**src/rtl/keypad_emulator.sv**
```systemverilog
// Keypad emulator: queues key codes in an 8-entry FIFO and replays each one
// on a 3x3 row/column matrix for HOLD_CYCLES, then a GAP_CYCLES release.
// Optional macro KEYPAD_BOUNCE_EN adds a 4-phase contact-bounce lead-in.
// Ports: hwclk, reset (sync, active-high), key/key_valid/key_ready (queue),
// keypad_r1..r3 (row strobes in), keypad_c1..c3 (column returns out),
// busy, done (end-of-gap pulse), err (invalid key pulse).
module keypad_emulator #(
  parameter int unsigned HOLD_CYCLES   = 120000,
  parameter int unsigned GAP_CYCLES    = 120000,
  parameter int unsigned BOUNCE_CYCLES = 1200
) (
  input  logic       hwclk,
  input  logic       reset,
  input  logic [3:0] key,
  input  logic       key_valid,
  output logic       key_ready,
  input  logic       keypad_r1,
  input  logic       keypad_r2,
  input  logic       keypad_r3,
  output logic       keypad_c1,
  output logic       keypad_c2,
  output logic       keypad_c3,
  output logic       busy,
  output logic       done,
  output logic       err
);

  localparam logic [31:0] HOLD_N =
    (HOLD_CYCLES == 0) ? 32'd1 : 32'(HOLD_CYCLES);
  localparam logic [31:0] GAP_N =
    (GAP_CYCLES == 0) ? 32'd1 : 32'(GAP_CYCLES);

`ifdef KEYPAD_BOUNCE_EN
  localparam logic [31:0] BNC_N =
    (BOUNCE_CYCLES == 0) ? 32'd1 : 32'(BOUNCE_CYCLES);
`else
  logic unused_bounce;
  assign unused_bounce = |BOUNCE_CYCLES;
`endif

  typedef enum logic [1:0] {
    ST_IDLE  = 2'd0,
    ST_PRESS = 2'd1,
    ST_GAP   = 2'd2
`ifdef KEYPAD_BOUNCE_EN
    , ST_BOUNCE = 2'd3
`endif
  } state_e;

  state_e      state_q;
  logic [31:0] cnt_q;
  logic [1:0]  row_q;
  logic [1:0]  col_q;
  logic        err_q;
  logic [3:0]  mem_q [8];
  logic [2:0]  wptr_q;
  logic [2:0]  rptr_q;
  logic [3:0]  count_q;
  logic [3:0]  count_d;
`ifdef KEYPAD_BOUNCE_EN
  logic [1:0]  phase_q;
`endif

  logic full;
  logic empty;
  logic key_ok;
  logic offer;
  logic push;
  logic pop;

  // {row, col} of a key; invalid codes never reach the FIFO
  function automatic logic [3:0] key_map(input logic [3:0] k);
    case (k)
      4'd1:    key_map = 4'b00_00;
      4'd2:    key_map = 4'b00_01;
      4'd3:    key_map = 4'b00_10;
      4'd4:    key_map = 4'b01_00;
      4'd5:    key_map = 4'b01_01;
      4'd6:    key_map = 4'b01_10;
      4'd7:    key_map = 4'b10_00;
      4'd8:    key_map = 4'b10_01;
      4'd9:    key_map = 4'b10_10;
      default: key_map = 4'b00_00;
    endcase
  endfunction

  assign full      = (count_q == 4'd8);
  assign empty     = (count_q == 4'd0);
  assign key_ok    = (key != 4'd0) && (key <= 4'd9);
  assign offer     = key_valid && !full;
  assign push      = offer && key_ok;
  assign pop       = (state_q == ST_IDLE) && !empty;
  assign key_ready = !full;

  always_comb begin
    count_d = count_q;
    unique case ({push, pop})
      2'b10:   count_d = count_q + 4'd1;
      2'b01:   count_d = count_q - 4'd1;
      default: count_d = count_q;
    endcase
  end

  always_ff @(posedge hwclk) begin
    if (push && !reset) begin
      mem_q[wptr_q] <= key;
    end
  end

  always_ff @(posedge hwclk) begin
    if (reset) begin
      state_q <= ST_IDLE;
      cnt_q   <= 32'd0;
      row_q   <= 2'd0;
      col_q   <= 2'd0;
      err_q   <= 1'b0;
      wptr_q  <= 3'd0;
      rptr_q  <= 3'd0;
      count_q <= 4'd0;
`ifdef KEYPAD_BOUNCE_EN
      phase_q <= 2'd0;
`endif
    end else begin
      err_q   <= offer && !key_ok;
      count_q <= count_d;
      if (push) wptr_q <= wptr_q + 3'd1;
      if (pop)  rptr_q <= rptr_q + 3'd1;
      unique case (state_q)
        ST_IDLE: begin
          if (pop) begin
            {row_q, col_q} <= key_map(mem_q[rptr_q]);
`ifdef KEYPAD_BOUNCE_EN
            state_q <= ST_BOUNCE;
            cnt_q   <= BNC_N;
            phase_q <= 2'd0;
`else
            state_q <= ST_PRESS;
            cnt_q   <= HOLD_N;
`endif
          end
        end
`ifdef KEYPAD_BOUNCE_EN
        ST_BOUNCE: begin
          if (cnt_q == 32'd1) begin
            if (phase_q == 2'd3) begin
              state_q <= ST_PRESS;
              cnt_q   <= HOLD_N;
            end else begin
              phase_q <= phase_q + 2'd1;
              cnt_q   <= BNC_N;
            end
          end else begin
            cnt_q <= cnt_q - 32'd1;
          end
        end
`endif
        ST_PRESS: begin
          if (cnt_q == 32'd1) begin
            state_q <= ST_GAP;
            cnt_q   <= GAP_N;
          end else begin
            cnt_q <= cnt_q - 32'd1;
          end
        end
        ST_GAP: begin
          if (cnt_q == 32'd1) begin
            state_q <= ST_IDLE;
            cnt_q   <= 32'd0;
          end else begin
            cnt_q <= cnt_q - 32'd1;
          end
        end
        default: begin
          state_q <= ST_IDLE;
          cnt_q   <= 32'd0;
        end
      endcase
    end
  end

  // Column drive is a pure gate of the live row strobe: zero latency.
  logic       gate;
  logic       r_sel;
  logic [2:0] cols;

  always_comb begin
`ifdef KEYPAD_BOUNCE_EN
    gate = (state_q == ST_PRESS) ||
           ((state_q == ST_BOUNCE) && !phase_q[0]);
`else
    gate = (state_q == ST_PRESS);
`endif
    r_sel = 1'b0;
    unique case (row_q)
      2'd0:    r_sel = keypad_r1;
      2'd1:    r_sel = keypad_r2;
      2'd2:    r_sel = keypad_r3;
      default: r_sel = 1'b0;
    endcase
    cols = (gate && r_sel) ? (3'b001 << col_q) : 3'b000;
  end

  assign keypad_c1 = cols[0];
  assign keypad_c2 = cols[1];
  assign keypad_c3 = cols[2];
  assign busy      = (state_q != ST_IDLE) || !empty;
  assign done      = (state_q == ST_GAP) && (cnt_q == 32'd1);
  assign err       = err_q;

endmodule

```
**config.mk**
```make
export PLATFORM = sky130hd
export DESIGN_NAME = keypad_emulator
export DESIGN_NICKNAME = d
export VERILOG_FILES = /design/src/rtl/keypad_emulator.sv
export SDC_FILE = /design/constraint.sdc
export NUM_CORES = 1
export LEC_CHECK = 0
export BUFFER_PORTS_ARGS = -buffer_cell sky130_fd_sc_hd__buf_4
export CAP_MARGIN = 20
export CORE_UTILIZATION = 35
export DETAILED_ROUTE_END_ITERATION = 7
export GPL_ROUTABILITY_DRIVEN = 0
export PLACE_DENSITY = 0.56
export SLEW_MARGIN = 40
export SYNTH_ARGS = -nofsm -noshare
export SYNTH_HDL_FRONTEND = slang
export SYNTH_SLANG_ARGS = --single-unit
export TNS_END_PERCENT = 100
```
**constraint.sdc**
```tcl
create_clock -name hwclk -period 4.83 [get_ports hwclk]
set_input_delay 0.2415 -clock hwclk [delete_from_list [all_inputs] [get_ports hwclk]]
set_output_delay 0.2415 -clock hwclk [all_outputs]
set_load 0.005 [all_outputs]
```
==> flow_metrics.tcl <==
set metrics [dict create \
    status "complete, no violations" \
    clkLatencyLatePin_ns 0.33 \
    antenna_left 0 \
    fin_crit_sh_pct 63.6 \
    ys_ff_latch 84 \
    syn_avg_cell_area_sq_um 10.4 \
    firstDrtPassIters 4 \
    stdcell_count 549 \
    grt_pass1_vias 3007 \
    hp-start "key_valid" \
    fp.dieH_um 110 \
    skew_ns 0.00584 \
    synth_ff_type "dfxtp_1" \
    mappedNetlistArea_sq_um 4070 \
    dieArea_sq_um 12100 \
    core_sq_um 11400 \
    htree_levels 3 \
    syn_inst 392 \
    gr-total-overflow 0 \
    initial_utilization_pct 35.8 \
    grt_first_pass_wirelength_um 14600 \
    seqCellArea_sq_um 2000 \
    drc 0 \
    syn2layout_area_growth_pct 12.8 \
    synth.top_cell.area_share_pct 25.6 \
    vias 2954 \
    dp_hpwl_um 6010 \
    crit_path_start_kind "flip-flop" \
    yosysSeqAreaShare_pct 49.2 \
    crit_path_max_fanout 11 \
    ys_top_cells_by_area "dfxtp_1 (26%), edfxtp_1 (24%), nor2_1 (4.6%)" \
    rsz0062_at_grt "no" \
    fmax_ghz 0.326 \
    critical_path_arrival_ns 3.34 \
    multiInputGateArea_sq_um 1920 \
    clock_path_buffers 2 \
    antennaDiodeCount 0 \
    layout.nets 419 \
    wl_um 8630 \
    hold_viol 0 \
    yosysMostFrequentCell "dfxtp_1" \
    peakVddDrop_v 0.000462 \
    grt_start_max_net_pins 29 \
    nFillCells 1109 \
    r2r-start "count_q[0]" \
    synth_cell_type_count 57 \
    grt_usage_pct 16.0 \
    cts.clk_slew.worst_paths_ns 0.06 \
    ctsHoldBuffers 0 \
    rows 39 \
    drive_gt1_share_pct 13.3 \
    synth_edf_count 32 \
    required_ns 5.10 \
    die_w_um 110 \
    synth_fp_nets 410 \
    drv_cap 0 \
    async_reset_ff_share_pct 0 \
    drt_iter0_markers 170 \
    drv_slew 0 \
    crit_type "flip-flop to flip-flop" \
    worstMarginPinSlew_ns 0.758 \
    pin_count 17 \
    leakagePower_nw 1.61 \
    power.total_mw 2.94 \
    cts_tree "yes" \
    cts_sinks 84 \
    cts_setup_buffers 0 \
    finalSetupTns_ns 0 \
    hold_path.class "input port to flip-flop" \
    cts_resized 0 \
    placedCellCount 533 \
    cts_buffers 9 \
    ys_warn_count 0 \
    io_buffer_count 16 \
    antenna_found_initial 0 \
    finalSetupViolCount 0 \
    period_needed_ns 3.07 \
    yosysTopAreaCell "dfxtp_1" \
    critPathLaunch "count_q[0]" \
    clockRootBuffer "clkbuf_16" \
    yosys-top-cells-count "dfxtp_1 (52), nor2_1 (50), edfxtp_1 (32), nand2_1 (17)" \
    slew_headroom_pct 49.4 \
    cp-end-kind "flip-flop" \
    via_per_inst 5.38 \
    power_density_nw_per_um2 640 \
    routedWlPerCell_um 15.7 \
]
==> cell usage in the layout, fill, tap and decap left out, types with 6 or more instances in the layout <==
| cell | netlist | final |
|---|---|---|
| dfxtp_1 | 52 | 52 |
| nor2_1 | 50 | 50 |
| edfxtp_1 | 32 | 32 |
| nand2_1 | 17 | 17 |
| a21oi_1 | 16 | 16 |
| xnor2_1 | 16 | 16 |
| buf_4 | 0 | 16 |
| nor4_1 | 15 | 14 |
| inv_1 | 13 | 13 |
| nor3_1 | 12 | 12 |
| nand3_1 | 11 | 11 |
| xor2_1 | 11 | 11 |
| o21ai_0 | 9 | 9 |
| mux2i_1 | 9 | 9 |
| clkbuf_16 | 0 | 9 |
| or4_1 | 9 | 8 |
| nand4_1 | 8 | 8 |
| or3_1 | 8 | 8 |
| mux4_2 | 8 | 8 |
| ha_1 | 7 | 7 |
| a31oi_1 | 6 | 6 |
==> worst paths after layout <==
check,to,slack [ns],cells after the start
worst max-delay path,count_q[3],1.76,10
worst min-delay path,err,0.15,2
worst max register to register,count_q[3],1.76,10
worst min register to register,cnt_q[30],0.46,1
==> cells by family (layout without fill, tap and decap cells) <==
group                    Yosys count  in the layout  share of synthesized area [%]
AO/OA/AOI/OAI                     58             58                           9.38
flip-flops                        84             84                           49.2
multiplexers                      19             19                           7.19
buffers and inverters             31             45                           3.75
XOR/XNOR                          27             27                           5.81
adder cells (fa/ha/maj)            8              8                           2.64
AND/OR/NAND/NOR                  165            165                           22.0
==> final cells by class <==
type	count	area share (%)
timing repair buffer	16	2.62
sequential	84	43.6
tap	143	3.90
clock buffer	11	5.07
clock inverter	5	1.85
multi-input combinational	277	41.9
inverter	13	1.06
==> where the power goes <==
group | switching (mW) | internal [mW]
sequential | 0.140 | 0.853
combinational | 0.729 | 0.485
clock | 0.275 | 0.456
==> sequential cells by signal, summed over array words and instances (netlist names), named ones only <==
| register | flops |
|---|---|
| cnt_q | 32 |
| col_q | 2 |
| count_q | 4 |
| err | 1 |
| mem_q | 32 |
| row_q | 2 |
| rptr_q | 3 |
| state_q | 2 |
| wptr_q | 3 |
==> per-stage QoR <==
step	setup slack, ns	hold WS, ns	area [sq um]	utilization, %
4_1_cts	1.72	0.136	4590	40.4
2_1_floorplan	2.06	0.340	4070	-
3_3_place_gp	1.78	0.455	4270	37.5
6_report	1.76	0.151	4590	40.4
5_1_grt	1.52	0.144	4590	40.4
3_5_place_dp	1.74	0.453	4270	37.6
==> critical path, stage by stage (launching register included) <==
cell     delay (ns)
dfxtp_1        0.37
or4_1          0.68
nand2_1        0.26
inv_1          0.25
ha_1           0.30
ha_1           0.28
a21o_1         0.17
a21oi_1        0.17
xnor2_1        0.09
or3_1          0.30
a21oi_1        0.14
==> metal layers <==
| layer | global-route usage, % | vias up | part of all wire [%] |
|---|---|---|---|
| li1 | - | 1482 | - |
| met1 | 18.5 | 1440 | 46 |
| met2 | 27.5 | 28 | 51 |
| met3 | 3.91 | 4 | 2.2 |
| met4 | 7.81 | 0 | 0.97 |
| met5 | 0 | - | 0 |
Power figures use the tool's default switching activity.
